## config.mk

```make
export PLATFORM = sky130hd
export DESIGN_NAME = tx_wr_addr_update_arb_flat
export DESIGN_NICKNAME = d
export VERILOG_FILES = /design/src/rtl/tx_wr_addr_update_arb_if.sv /design/src/rtl/tx_wr_addr_update_arb.sv /design/src/flat_wrapper.sv
export SDC_FILE = /design/constraint.sdc
export NUM_CORES = 1
export LEC_CHECK = 0
export ABC_CLOCK_PERIOD_IN_PS = 2600
export CORE_UTILIZATION = 48
export CTS_BUF_LIST = sky130_fd_sc_hd__clkbuf_8
export DETAILED_ROUTE_END_ITERATION = 12
export PLACE_DENSITY = 0.87
export SLEW_MARGIN = 10
export SYNTH_ARGS = -nofsm -noshare
export SYNTH_HDL_FRONTEND = slang
export SYNTH_SLANG_ARGS = --single-unit
```

## constraint.sdc

```tcl
create_clock -name clk -period 2.6 [get_ports clk]
set_input_delay 0.52 -clock clk [delete_from_list [all_inputs] [get_ports clk]]
set_output_delay 0.52 -clock clk [all_outputs]
set_load 0.01 [all_outputs]
```

## src/rtl/tx_wr_addr_update_arb_if.sv

```systemverilog
// tx_wr_addr_update_arb_if: valid/ready address-update bus carrying channel index and address value.
interface tx_wr_addr_update_arb_if #(
    parameter int AW  = 10,
    parameter int CHW = 2
);
    logic           upd_valid;
    logic           upd_ready;
    logic [CHW-1:0] upd_ch;
    logic [AW-1:0]  upd_addr;

    modport master (output upd_valid, upd_ch, upd_addr, input upd_ready);
    modport slave  (input upd_valid, upd_ch, upd_addr, output upd_ready);
endinterface

```

## src/rtl/tx_wr_addr_update_arb.sv

```systemverilog
// tx_wr_addr_update_arb: publishes changed per-channel committed write addresses one at a time,
// round-robin among eligible channels, with a per-channel hold-off that coalesces rapid changes.
module tx_wr_addr_update_arb #(
    parameter int NCH     = 4,
    parameter int AW      = 10,
    parameter int CHW     = 2,
    parameter int HOLDOFF = 6
) (
    input  logic                clk,
    input  logic                reset_n,
    input  logic [NCH*AW-1:0]   addr_in,
    input  logic [NCH-1:0]      ch_enable,
    output logic [NCH*AW-1:0]   last_addr_out,
    tx_wr_addr_update_arb_if.master bus
);
    logic [NCH-1:0][AW-1:0] addr_v;
    logic [NCH-1:0][AW-1:0] last_pub;
    logic [NCH-1:0][7:0]    hcnt;
    logic [NCH-1:0]         elig;
    logic [CHW-1:0]         rr_ptr;
    logic [CHW-1:0]         gnt;
    logic [CHW-1:0]         idx;
    logic                   found;
    logic                   free;
    logic                   accept;

    assign addr_v        = addr_in;
    assign last_addr_out = last_pub;
    assign accept        = bus.upd_valid && bus.upd_ready;
    assign free          = !bus.upd_valid || bus.upd_ready;

    // The channel currently on the bus is excluded so a held update is never re-granted.
    always_comb begin
        elig = '0;
        for (int i = 0; i < NCH; i++)
            elig[i] = ch_enable[i] && addr_v[i] != last_pub[i] && hcnt[i] == 8'd0 &&
                      !(bus.upd_valid && bus.upd_ch == CHW'(i));
    end

    always_comb begin
        gnt   = '0;
        idx   = '0;
        found = 1'b0;
        for (int k = 1; k <= NCH; k++) begin
            idx = CHW'((int'(rr_ptr) + k) % NCH);
            if (!found && elig[idx]) begin
                found = 1'b1;
                gnt   = idx;
            end
        end
    end

    always_ff @(posedge clk or negedge reset_n) begin
        if (!reset_n) begin
            bus.upd_valid <= 1'b0;
            bus.upd_ch    <= '0;
            bus.upd_addr  <= '0;
            last_pub      <= '0;
            hcnt          <= '0;
            rr_ptr        <= CHW'(NCH - 1);
        end else begin
            for (int i = 0; i < NCH; i++)
                if (accept && bus.upd_ch == CHW'(i))
                    hcnt[i] <= 8'(HOLDOFF);
                else if (hcnt[i] != 8'd0)
                    hcnt[i] <= hcnt[i] - 8'd1;
            if (free) begin
                bus.upd_valid <= found;
                if (found) begin
                    bus.upd_ch    <= gnt;
                    bus.upd_addr  <= addr_v[gnt];
                    last_pub[gnt] <= addr_v[gnt];
                    rr_ptr        <= gnt;
                end
            end
        end
    end
endmodule
```

## src/flat_wrapper.sv

```systemverilog
// flat-port wrapper written by rule: the top's interface ports become plain ports
module tx_wr_addr_update_arb_flat 
#(
    parameter int NCH     = 4,
    parameter int AW      = 10,
    parameter int CHW     = 2,
    parameter int HOLDOFF = 6
)
  (clk, reset_n, addr_in, ch_enable, last_addr_out, bus_upd_valid, bus_upd_ch, bus_upd_addr, bus_upd_ready);
  tx_wr_addr_update_arb_if #(.AW(AW), .CHW(CHW)) bus_i ();
  input  logic clk;
  input  logic reset_n;
  input  logic [NCH*AW-1:0] addr_in;
  input  logic [NCH-1:0] ch_enable;
  output logic [NCH*AW-1:0] last_addr_out;
  output wire logic [$bits(bus_i.upd_valid)-1:0] bus_upd_valid;
  output wire logic [$bits(bus_i.upd_ch)-1:0] bus_upd_ch;
  output wire logic [$bits(bus_i.upd_addr)-1:0] bus_upd_addr;
  input wire logic [$bits(bus_i.upd_ready)-1:0] bus_upd_ready;
  assign bus_upd_valid = bus_i.upd_valid;
  assign bus_upd_ch = bus_i.upd_ch;
  assign bus_upd_addr = bus_i.upd_addr;
  assign bus_i.upd_ready = bus_upd_ready;
  tx_wr_addr_update_arb #(.NCH(NCH), .AW(AW), .CHW(CHW), .HOLDOFF(HOLDOFF)) u_core (.clk(clk), .reset_n(reset_n), .addr_in(addr_in), .ch_enable(ch_enable), .last_addr_out(last_addr_out), .bus(bus_i));
endmodule
```

==> flow_summary.json <==
{
  "syn-num-nets": 480,
  "drive_gt1_frac": 0.420,
  "report.final.slew_viol_count": 0,
  "die_x_um": 103,
  "hold_class": "in -> async",
  "wl_per_cell_um": 28.6,
  "start_util": 0.498,
  "synth_ff_type": "dfrtp_1",
  "timing.fmax_mhz": 334,
  "hpwl_um": 10500,
  "use_met3": 0.0766,
  "clk_path_buf_depth": 2,
  "start_kind": "flop",
  "cts_sinks": 87,
  "antenna_found_initial": 0,
  "top_usage_layer": "met2",
  "drtIter0Drc": 555,
  "ir_worst_vdd_uv": 247,
  "numCtsBuffers": 9,
  "startpoint": "u_core.last_addr_out[37]$_DFFE_PN0P_",
  "crit_path_end_kind": "flop",
  "slew_headroom": 0.557,
  "synth_edf_count": 0,
  "holdBufCountCts": 0,
  "syn_area_per_cell_um2": 11.5,
  "synth-seq-cells": 87,
  "yosysTopAreaCellShare": 0.435,
  "crit_type": "reg -> reg",
  "path_max_fanout": 5,
  "grt_pass1_vias": 5125,
  "finalCriticalPeriod_ps": 3000,
  "utilization": 0.813,
  "ys_top_cells_by_count": "85 x dfrtp_1, 43 x nor2_1, 38 x xor2_1",
  "r2r_start": "u_core.last_addr_out[37]$_DFFE_PN0P_",
  "area_delta_synth_final_pct": 63.5,
  "rsz0062_at_grt": "true",
  "clock_latency_ps": 380,
  "n_fill_cell": 463,
  "routed_wl_um": 23200,
  "yosysWarningCount": 0,
  "required_ps": 2860,
  "worstRegToRegCells": 11,
  "synth_area_leader_cell": "dfrtp_1",
  "finalSetupTns_ps": -13430,
  "cap_violations": 0,
  "die_area_um2": 10600,
  "synth-async-reset-ratio": 1.00,
  "cts_root_buf": "clkbuf_8",
  "grt_max_degree": 48,
  "via_count": 5243,
  "coreArea_um2": 9820,
  "port_buffers": 99,
  "powerDensity_nw_per_um2": 317,
  "yosysMostFrequentCell": "dfrtp_1",
  "netlist_area_um2": 4890,
  "hold_viol": 0,
  "worst_pin_slew_ps": 655,
  "violations": "negative setup slack",
  "pre_cts_ws_ps": -710,
  "cts_tree": "done",
  "timing.rr.end": "u_core.last_addr_out[7]$_DFFE_PN0P_",
  "rows": 36,
  "yosys-top-cells-area": "dfrtp_1 44%, mux2_4 9.2%, xor2_1 6.8%",
  "grt.total_usage": 0.360,
  "vias_per_cell": 6.48,
  "crit_path_end": "u_core.last_addr_out[7]$_DFFE_PN0P_",
  "grt_pass1_wl_um": 27800,
  "setup-violations-final": 54,
  "cp_data_arrival_time_ps": 3250,
  "netlist_instances": 425,
  "r2r_setup_slack_ps": -400,
  "io_pins": 100,
  "diodes": 0,
  "fin_ws_ps": -396,
  "grt-ovfl-total": 0,
  "clk_pin_slew_ps": 100,
  "use_met1": 0.421,
  "skew_ps": 24.3,
  "dr.pass1.iters": 6,
  "htreeDepth": 3,
  "ys_seq_area_frac": 0.446,
  "fin_crit_sh": 1.15,
  "finalNetCount": 726,
  "yosysUniqueCellTypes": 59,
  "ant_nets": 0,
  "die_h_um": 103,
  "place.gp.congestion": 0.904,
  "p_total_mw": 2.53,
  "grt_use_met2": 0.615,
  "cellLeakagePower_nw": 3.71,
  "status": "finished, violations left",
  "drc_errors": 0
}
==> worst max-delay path: stages (launching register included) <==
cell,delay [ps]
dfrtp_1,470
xor2_1,210
nor4_2,370
buf_4,210
a31oi_4,120
or2_4,300
buf_6,150
buf_6,120
a211oi_2,230
buf_4,230
buf_6,130
mux2i_1,330
==> stage by stage <==
stage | std cells | hold WS (ps) | instance area (um^2)
floorplan | 425 | 224 | 4900
global placement | 760 | 468 | 6850
detailed placement | 760 | 476 | 6850
CTS | 791 | 179 | 7480
global route | 809 | 221 | 7990
finish | 809 | 160 | 7990
==> cells in the final DEF, fill, tap and decap left out, types with 18 or more instances in the layout <==
master | Yosys | layout
inv_1 | 25 | 28
xnor2_1 | 23 | 18
clkdlybuf4s50_1 | 0 | 70
nand2_1 | 26 | 24
nor2_1 | 43 | 40
xor2_1 | 38 | 28
dfrtp_1 | 85 | 83
buf_4 | 1 | 117
mux2_4 | 30 | 33
==> layout make-up <==
class	count	area [um^2]	area share
clock buffers	10	138	0.0172
clock inverters	6	23.8	0.00298
well taps	133	166	0.0208
multi-input cells	309	3180	0.398
flip-flops and latches	87	2180	0.273
repair buffers	239	2200	0.276
inverters	25	93.8	0.0117
==> layer usage <==
metal  vias up  share of wire
met4         0          0.097
met5         -              0
met2       544           0.45
met3       207           0.12
met1      2502           0.33
li1       1990              -
==> cell families after synthesis <==
family,after synthesis,synth area share
AOI/OAI and AO/OA,54,0.0912
xor gates and xnor gates,61,0.109
adders and majority gates,8,0.0205
buffers and inverters,32,0.0320
DFF,87,0.446
muxes,57,0.148
and+or+nand+nor,126,0.153
==> worst min-delay path by stage <==
stage          slack [ps]  depth (start not counted)                        start                              endpoint
6_report              160                          1                      reset_n  u_core.last_addr_out[38]$_DFFE_PN0P_
5_1_grt               220                          1                      reset_n    u_core.bus.upd_addr[8]$_DFFE_PN0P_
4_1_cts               180                          1                      reset_n  u_core.last_addr_out[11]$_DFFE_PN0P_
3_5_place_dp          480                          1  u_core.hcnt[17]$_DFFE_PN0P_           u_core.hcnt[17]$_DFFE_PN0P_
3_3_place_gp          470                          1  u_core.hcnt[17]$_DFFE_PN0P_           u_core.hcnt[17]$_DFFE_PN0P_
2_1_floorplan         220                          0                      reset_n    u_core.bus.upd_addr[0]$_DFFE_PN0P_
==> sequential cells by signal, summed over array words and instances, names as in the netlist <==
register	cells
u_core.last_addr_out	40
u_core.hcnt	32
u_core.bus.upd_ch	2
u_core.rr_ptr	2
u_core.bus.upd_addr	10
u_core.bus.upd_valid	1
==> report_power, final <==
| group | internal (mW) | switching (mW) |
|---|---|---|
| registers | 1.35 | 0 |
| logic | 0.133 | 0.168 |
| clock network | 0.357 | 0.524 |
| total | 1.84 | 0.692 |
==> timing repair <==
action | CTS | global route
resized for setup | 78 | 75
setup endpoints to repair | 53 | 54
cloned | 4 | 0
pin swaps | 36 | 31
buffers inserted | 12 | 20
Note: power is estimated with default switching activity, not from simulation.
